[src/rtl/ssp_byte_rx.sv]
// ssp_byte_rx: SSP serial byte receiver with input synchronizers and a FWFT byte FIFO
//   pck0       - main clock, all logic on rising edge
//   rst        - asynchronous active-high reset
//   ssp_clk    - SSP bit clock (asynchronous), bits captured on its rising edge
//   ssp_frame  - high while the bits of a byte are shifted
//   ssp_dout   - serial data, MSB first
//   rd_en      - pop the head byte
//   clr        - clear sticky error flags
//   data_out   - head byte (8'h00 when empty)
//   data_valid - FIFO not empty
//   fifo_level - FIFO occupancy
//   overflow   - sticky: completed byte dropped because FIFO full
//   frame_err  - sticky: frame ended mid-byte
module ssp_byte_rx #(
    parameter int SYNC_STAGES = 2,
    parameter int FIFO_DEPTH  = 4
) (
    input  logic       pck0,
    input  logic       rst,
    input  logic       ssp_clk,
    input  logic       ssp_frame,
    input  logic       ssp_dout,
    input  logic       rd_en,
    input  logic       clr,
    output logic [7:0] data_out,
    output logic       data_valid,
    output logic [4:0] fifo_level,
    output logic       overflow,
    output logic       frame_err
);
    localparam int AW = (FIFO_DEPTH > 1) ? $clog2(FIFO_DEPTH) : 1;

    typedef enum logic {IDLE, SHIFT} state_t;

    logic [SYNC_STAGES-1:0] clk_sr, frame_sr, dout_sr;
    logic                   clk_prev;
    state_t                 state;
    logic [2:0]             cnt;
    // The eighth bit is taken straight from the synchronizer, so only the
    // seven earlier bits need holding.
    logic [6:0]             shreg;
    logic [7:0]             mem [FIFO_DEPTH];
    logic [AW-1:0]          wp, rp;
    logic                   clk_s, frame_s, dout_s, bit_ev, push, pop, full, wr;
    logic                   set_ovf, set_ferr;

    always_comb begin
        clk_s      = clk_sr[SYNC_STAGES-1];
        frame_s    = frame_sr[SYNC_STAGES-1];
        dout_s     = dout_sr[SYNC_STAGES-1];
        bit_ev     = clk_s & ~clk_prev;
        push       = bit_ev & frame_s & (state == SHIFT) & (cnt == 3'd7);
        data_valid = fifo_level != 5'd0;
        full       = fifo_level == 5'(FIFO_DEPTH);
        pop        = rd_en & data_valid;
        wr         = push & (~full | pop);
        set_ovf    = push & full & ~pop;
        set_ferr   = (state == SHIFT) & ~frame_s & (cnt != 3'd0);
        data_out   = data_valid ? mem[rp] : 8'h00;
    end

    always_ff @(posedge pck0 or posedge rst) begin
        if (rst) begin
            clk_sr     <= '0;
            frame_sr   <= '0;
            dout_sr    <= '0;
            clk_prev   <= 1'b0;
            state      <= IDLE;
            cnt        <= 3'd0;
            shreg      <= 7'd0;
            wp         <= '0;
            rp         <= '0;
            fifo_level <= 5'd0;
            overflow   <= 1'b0;
            frame_err  <= 1'b0;
        end else begin
            clk_sr     <= {clk_sr[SYNC_STAGES-2:0], ssp_clk};
            frame_sr   <= {frame_sr[SYNC_STAGES-2:0], ssp_frame};
            dout_sr    <= {dout_sr[SYNC_STAGES-2:0], ssp_dout};
            clk_prev   <= clk_s;
            if (state == IDLE) begin
                if (bit_ev && frame_s) begin
                    state <= SHIFT;
                    cnt   <= 3'd1;
                    shreg <= {shreg[5:0], dout_s};
                end
            end else if (!frame_s) begin
                state <= IDLE;
                cnt   <= 3'd0;
            end else if (bit_ev) begin
                cnt   <= cnt + 3'd1;
                shreg <= {shreg[5:0], dout_s};
            end
            if (wr)
                wp <= wp + 1'b1;
            if (pop)
                rp <= rp + 1'b1;
            fifo_level <= fifo_level + {4'd0, wr} - {4'd0, pop};
            overflow   <= set_ovf | (overflow & ~clr);
            frame_err  <= set_ferr | (frame_err & ~clr);
        end
    end

    always_ff @(posedge pck0) begin
        if (wr)
            mem[wp] <= {shreg, dout_s};
    end
endmodule
[config.mk]
export PLATFORM = sky130hd
export DESIGN_NAME = ssp_byte_rx
export DESIGN_NICKNAME = d
export VERILOG_FILES = /design/src/rtl/ssp_byte_rx.sv
export SDC_FILE = /design/constraint.sdc
export NUM_CORES = 1
export LEC_CHECK = 0
export BUFFER_PORTS_ARGS = -buffer_cell sky130_fd_sc_hd__buf_2
export CAP_MARGIN = 0
export CORE_ASPECT_RATIO = 0.6
export CORE_MARGIN = 2
export CORE_UTILIZATION = 45
export DETAILED_ROUTE_END_ITERATION = 8
export PLACE_DENSITY = 0.63
export SKIP_CTS_REPAIR_TIMING = 1
export SYNTH_ARGS = -nofsm -noshare
export SYNTH_HDL_FRONTEND = slang
export SYNTH_SLANG_ARGS = --single-unit
[constraint.sdc]
create_clock -name pck0 -period 2.8 [get_ports pck0]
set_input_delay 0.42 -clock pck0 [delete_from_list [all_inputs] [get_ports pck0]]
set_output_delay 0.42 -clock pck0 [all_outputs]
set_load 0.01 [all_outputs]
==> results.py <==
metrics = {
    "run_status": {
        "outcome": "complete, no violations",
    },
    "route": {
        "routed-via-count": 1380,
        "drt-wirelength-per-cell_um": 15.1,
        "drc": 0,
        "drt-initial-drc-count": 38,
        "firstDrtPassIters": 5,
        "routed_wl_mm": 4.16,
        "vias_per_cell": 5.00,
        "final_antenna_net_count": 0,
    },
    "critical_path": {
        "critical_path_peak_fanout": 3,
        "reg_to_reg_startpoint": "fifo_level[3]$_DFF_PP0_",
        "worst-setup-path-type": "flip-flop to flip-flop",
        "worst_setup_path_end_kind": "flip-flop",
        "worst-endpoint-arrival_ns": 2.81,
        "critical_path_source": "fifo_level[3]$_DFF_PP0_",
        "cp.required_ns": 3.05,
        "setup.worst_path.start_class": "flip-flop",
    },
    "global_routing": {
        "grt_max_degree": 30,
        "grt_pass1_vias": 1318,
        "grt_overflow": 0,
        "grt_antenna_before_repair": 0,
        "groute.usage.overall_pct": 15.9,
        "grt_first_pass_wirelength_mm": 6.83,
    },
    "power": {
        "clock_power_share_pct": 28.1,
        "share_seq_of_total_power_pct": 46.9,
        "vdd_ir_max_uv": 277,
        "power.internal_mw": 1.85,
        "power_spent_charging_and_discharging_nets_mw": 0.766,
        "total_power_mw": 2.61,
        "switching_share_pct": 29.3,
        "p_leak_nw": 1.27,
        "power.density_mw_per_mm2": 892,
        "comb_power_share_pct": 25.0,
    },
    "yosys": {
        "yosysTopAreaCellShare_pct": 38.1,
        "synth.yosys.seq_area_share_pct": 66.8,
        "synth.avg_cell_area_um2": 14.9,
        "synthesis.yosys.warnings": 0,
        "synth.top_cells.by_area": "edfxtp_1 (38%), dfrtp_1 (29%), mux4_2 (7.1%), ha_1 (6.4%), nand2_1 (3.7%)",
        "synth.largest_area_cell": "edfxtp_1",
        "postSynthNetCount": 190,
        "syn-cell-area_mm2": 0.00252,
        "postSynthRegisterBits": 61,
        "synth.distinct_cells": 28,
        "synthesis.instances": 169,
    },
    "floorplanning": {
        "core.rowCount": 21,
        "dieWidth_um": 101,
        "die_area_mm2": 0.00624,
        "ios": 23,
        "die_y_um": 62.0,
        "core-area_mm2": 0.00549,
        "starting_density_of_the_core_pct": 46.0,
    },
    "placed_design": {
        "placedInstanceArea_mm2": 0.00272,
        "place_inst": 259,
        "placer_congestion_estimate": 0.860,
        "buffer_ports.inserted": 22,
        "hpwl_mm": 2.79,
    },
    "clocking": {
        "cts.clk_slew.worst_paths_ns": 0.07,
        "htree_num_levels": 3,
        "clk_root_buffer_cell": "clkbuf_8",
        "cts.sink_count": 61,
        "clk_latency_ns": 0.33,
        "cts_buffers": 9,
        "ctsLongestPathBuffers": 2,
        "tritoncts": "done",
    },
    "sta": {
        "final.setup.tns_ns": 0,
        "period_needed_ns": 2.56,
        "slew_viol_final": 0,
        "finalSetupViolCount": 0,
        "timing.fmax_mhz": 391,
        "final.setup_skew_ns": 0.00773,
        "grt_setup_unrepaired": "no",
        "worst_slew_pin_slew_ns": 0.647,
        "maxSlewHeadroom_pct": 56.9,
        "hold_viol": 0,
        "post-route-period-util_pct": 91.4,
    },
    "cells_and_area": {
        "post-route-cell-area_mm2": 0.00293,
        "antenna_cells": 0,
        "syn2layout_area_growth_pct": 16.0,
        "drive_above_1_share_pct": 24.6,
        "post_route_utilization_pct": 53.3,
        "final_cells": 276,
        "design.final.nets": 223,
    },
    "run": {
        "max_cap_violations": 0,
    },
    "min_path": {
        "hold_path.class": "input pin to async pin",
    },
}
[layout make-up]
| class | instances | area [µm²] |
|---|---|---|
| Clock inverter | 3 | 17.5 |
| Sequential cell | 61 | 1690 |
| Inverter | 16 | 60.1 |
| Multi-Input combinational cell | 88 | 757 |
| Tap cell | 69 | 86.3 |
| Timing Repair Buffer | 26 | 140 |
| Clock buffer | 13 | 180 |
| Fill cell | 455 | 2560 |
[registers in the layout, indices dropped and copies added, names as in the netlist, 3 cells and up]
register	flops
fifo_level	5
mem	32
cnt	3
shreg	7
[Yosys cell counts]
| library cell | n |
|---|---|
| edfxtp_1 | 32 |
| nand3b_1 | 1 |
| nand3_1 | 2 |
| and3b_1 | 1 |
| ha_1 | 13 |
| dfrtp_1 | 29 |
| a32o_1 | 3 |
| nor2b_4 | 1 |
| and2_1 | 13 |
| fa_1 | 1 |
| o21bai_1 | 1 |
| nand2_1 | 25 |
| buf_2 | 1 |
| a31oi_1 | 1 |
| nor3_1 | 1 |
| nor2_1 | 1 |
| a21oi_1 | 3 |
| inv_1 | 16 |
| clkbuf_1 | 2 |
| xor2_1 | 3 |
| a21o_1 | 1 |
| mux4_2 | 8 |
| mux2_1 | 1 |
| xnor2_1 | 4 |
| o2bb2ai_1 | 1 |
| nand3_2 | 1 |
| nand2b_1 | 2 |
| buf_4 | 1 |
[logic make-up (layout without fill, tap and decap cells)]
group,Yosys count,after routing,share of synthesized area (%)
XOR/XNOR,7,7,2.43
flip-flops,61,61,66.8
AO/OA/AOI/OAI,10,10,2.98
multiplexers,9,9,7.59
buffers and inverters,20,58,3.17
adder cells (fa/ha/maj),14,14,7.24
AND/OR/NAND/NOR,48,48,9.77
[critical path: stages, from the launching register on]
cell and delay [ns]:
dfrtp_1 0.38, inv_1 0.07, ha_1 0.19, nand2b_1 0.15, nand3_1 0.11, nor2b_4 0.17, inv_1 0.05, ha_1 0.28
inv_1 0.06, ha_1 0.15, inv_1 0.05, fa_1 0.39, inv_1 0.07, a21oi_1 0.06, o21bai_1 0.17, xnor2_1 0.14
[cells in the final DEF (no fill, tap or decap), types with 2 or more instances in the layout]
cell,synthesis,layout
clkinv_2,0,2
xnor2_1,4,4
nand3_1,2,2
buf_2,1,22
xor2_1,3,3
and2_1,13,13
mux4_2,8,8
dfrtp_1,29,29
a32o_1,3,3
clkbuf_8,0,11
nand2b_1,2,2
edfxtp_1,32,32
buf_4,1,4
ha_1,13,13
inv_1,16,16
nand2_1,25,25
a21oi_1,3,3
[per-layer routing]
layer	share of wire, %	track usage, %	up-vias
met5	0	0	-
met4	0.82	6.46	0
met3	6.1	7.38	6
met1	47	20.4	689
li1	-	-	655
met2	46	23.8	30
[worst paths after layout]
path	slack, ns	endpoint	cells past startpoint
setup / recovery	0.24	fifo_level[4]$_DFF_PP0_	15
hold / removal	0.14	dout_sr[0]$_DFF_PP0_	3
setup reg to reg	0.24	fifo_level[4]$_DFF_PP0_	15
hold reg to reg	0.35	clk_sr[1]$_DFF_PP0_	0
max in group asynchronous	2.38	wp[1]$_DFFE_PP0P_	3
min in group pck0	0.19	clk_sr[0]$_DFF_PP0_	1
[through the flow]
stage	hold WS (ns)	worst slack (ns)
after global placement	0.335	0.293
after detailed placement	0.339	0.156
after floorplan	0.331	0.323
after CTS	0.151	0.146
after global routing	0.163	0.0179
final	0.143	0.240
[power by group through the flow]
stage | combinational (mW) | sequential (mW) | clock [mW]
after CTS | 0.664 | 1.23 | 0.763
after global placement | 0.649 | 1.23 | 0
after detailed placement | 0.663 | 1.25 | 0
after global routing | 0.742 | 1.25 | 0.806
after floorplan | 0.525 | 1.17 | 0
final | 0.654 | 1.23 | 0.733
Power figures use the tool's default switching activity.
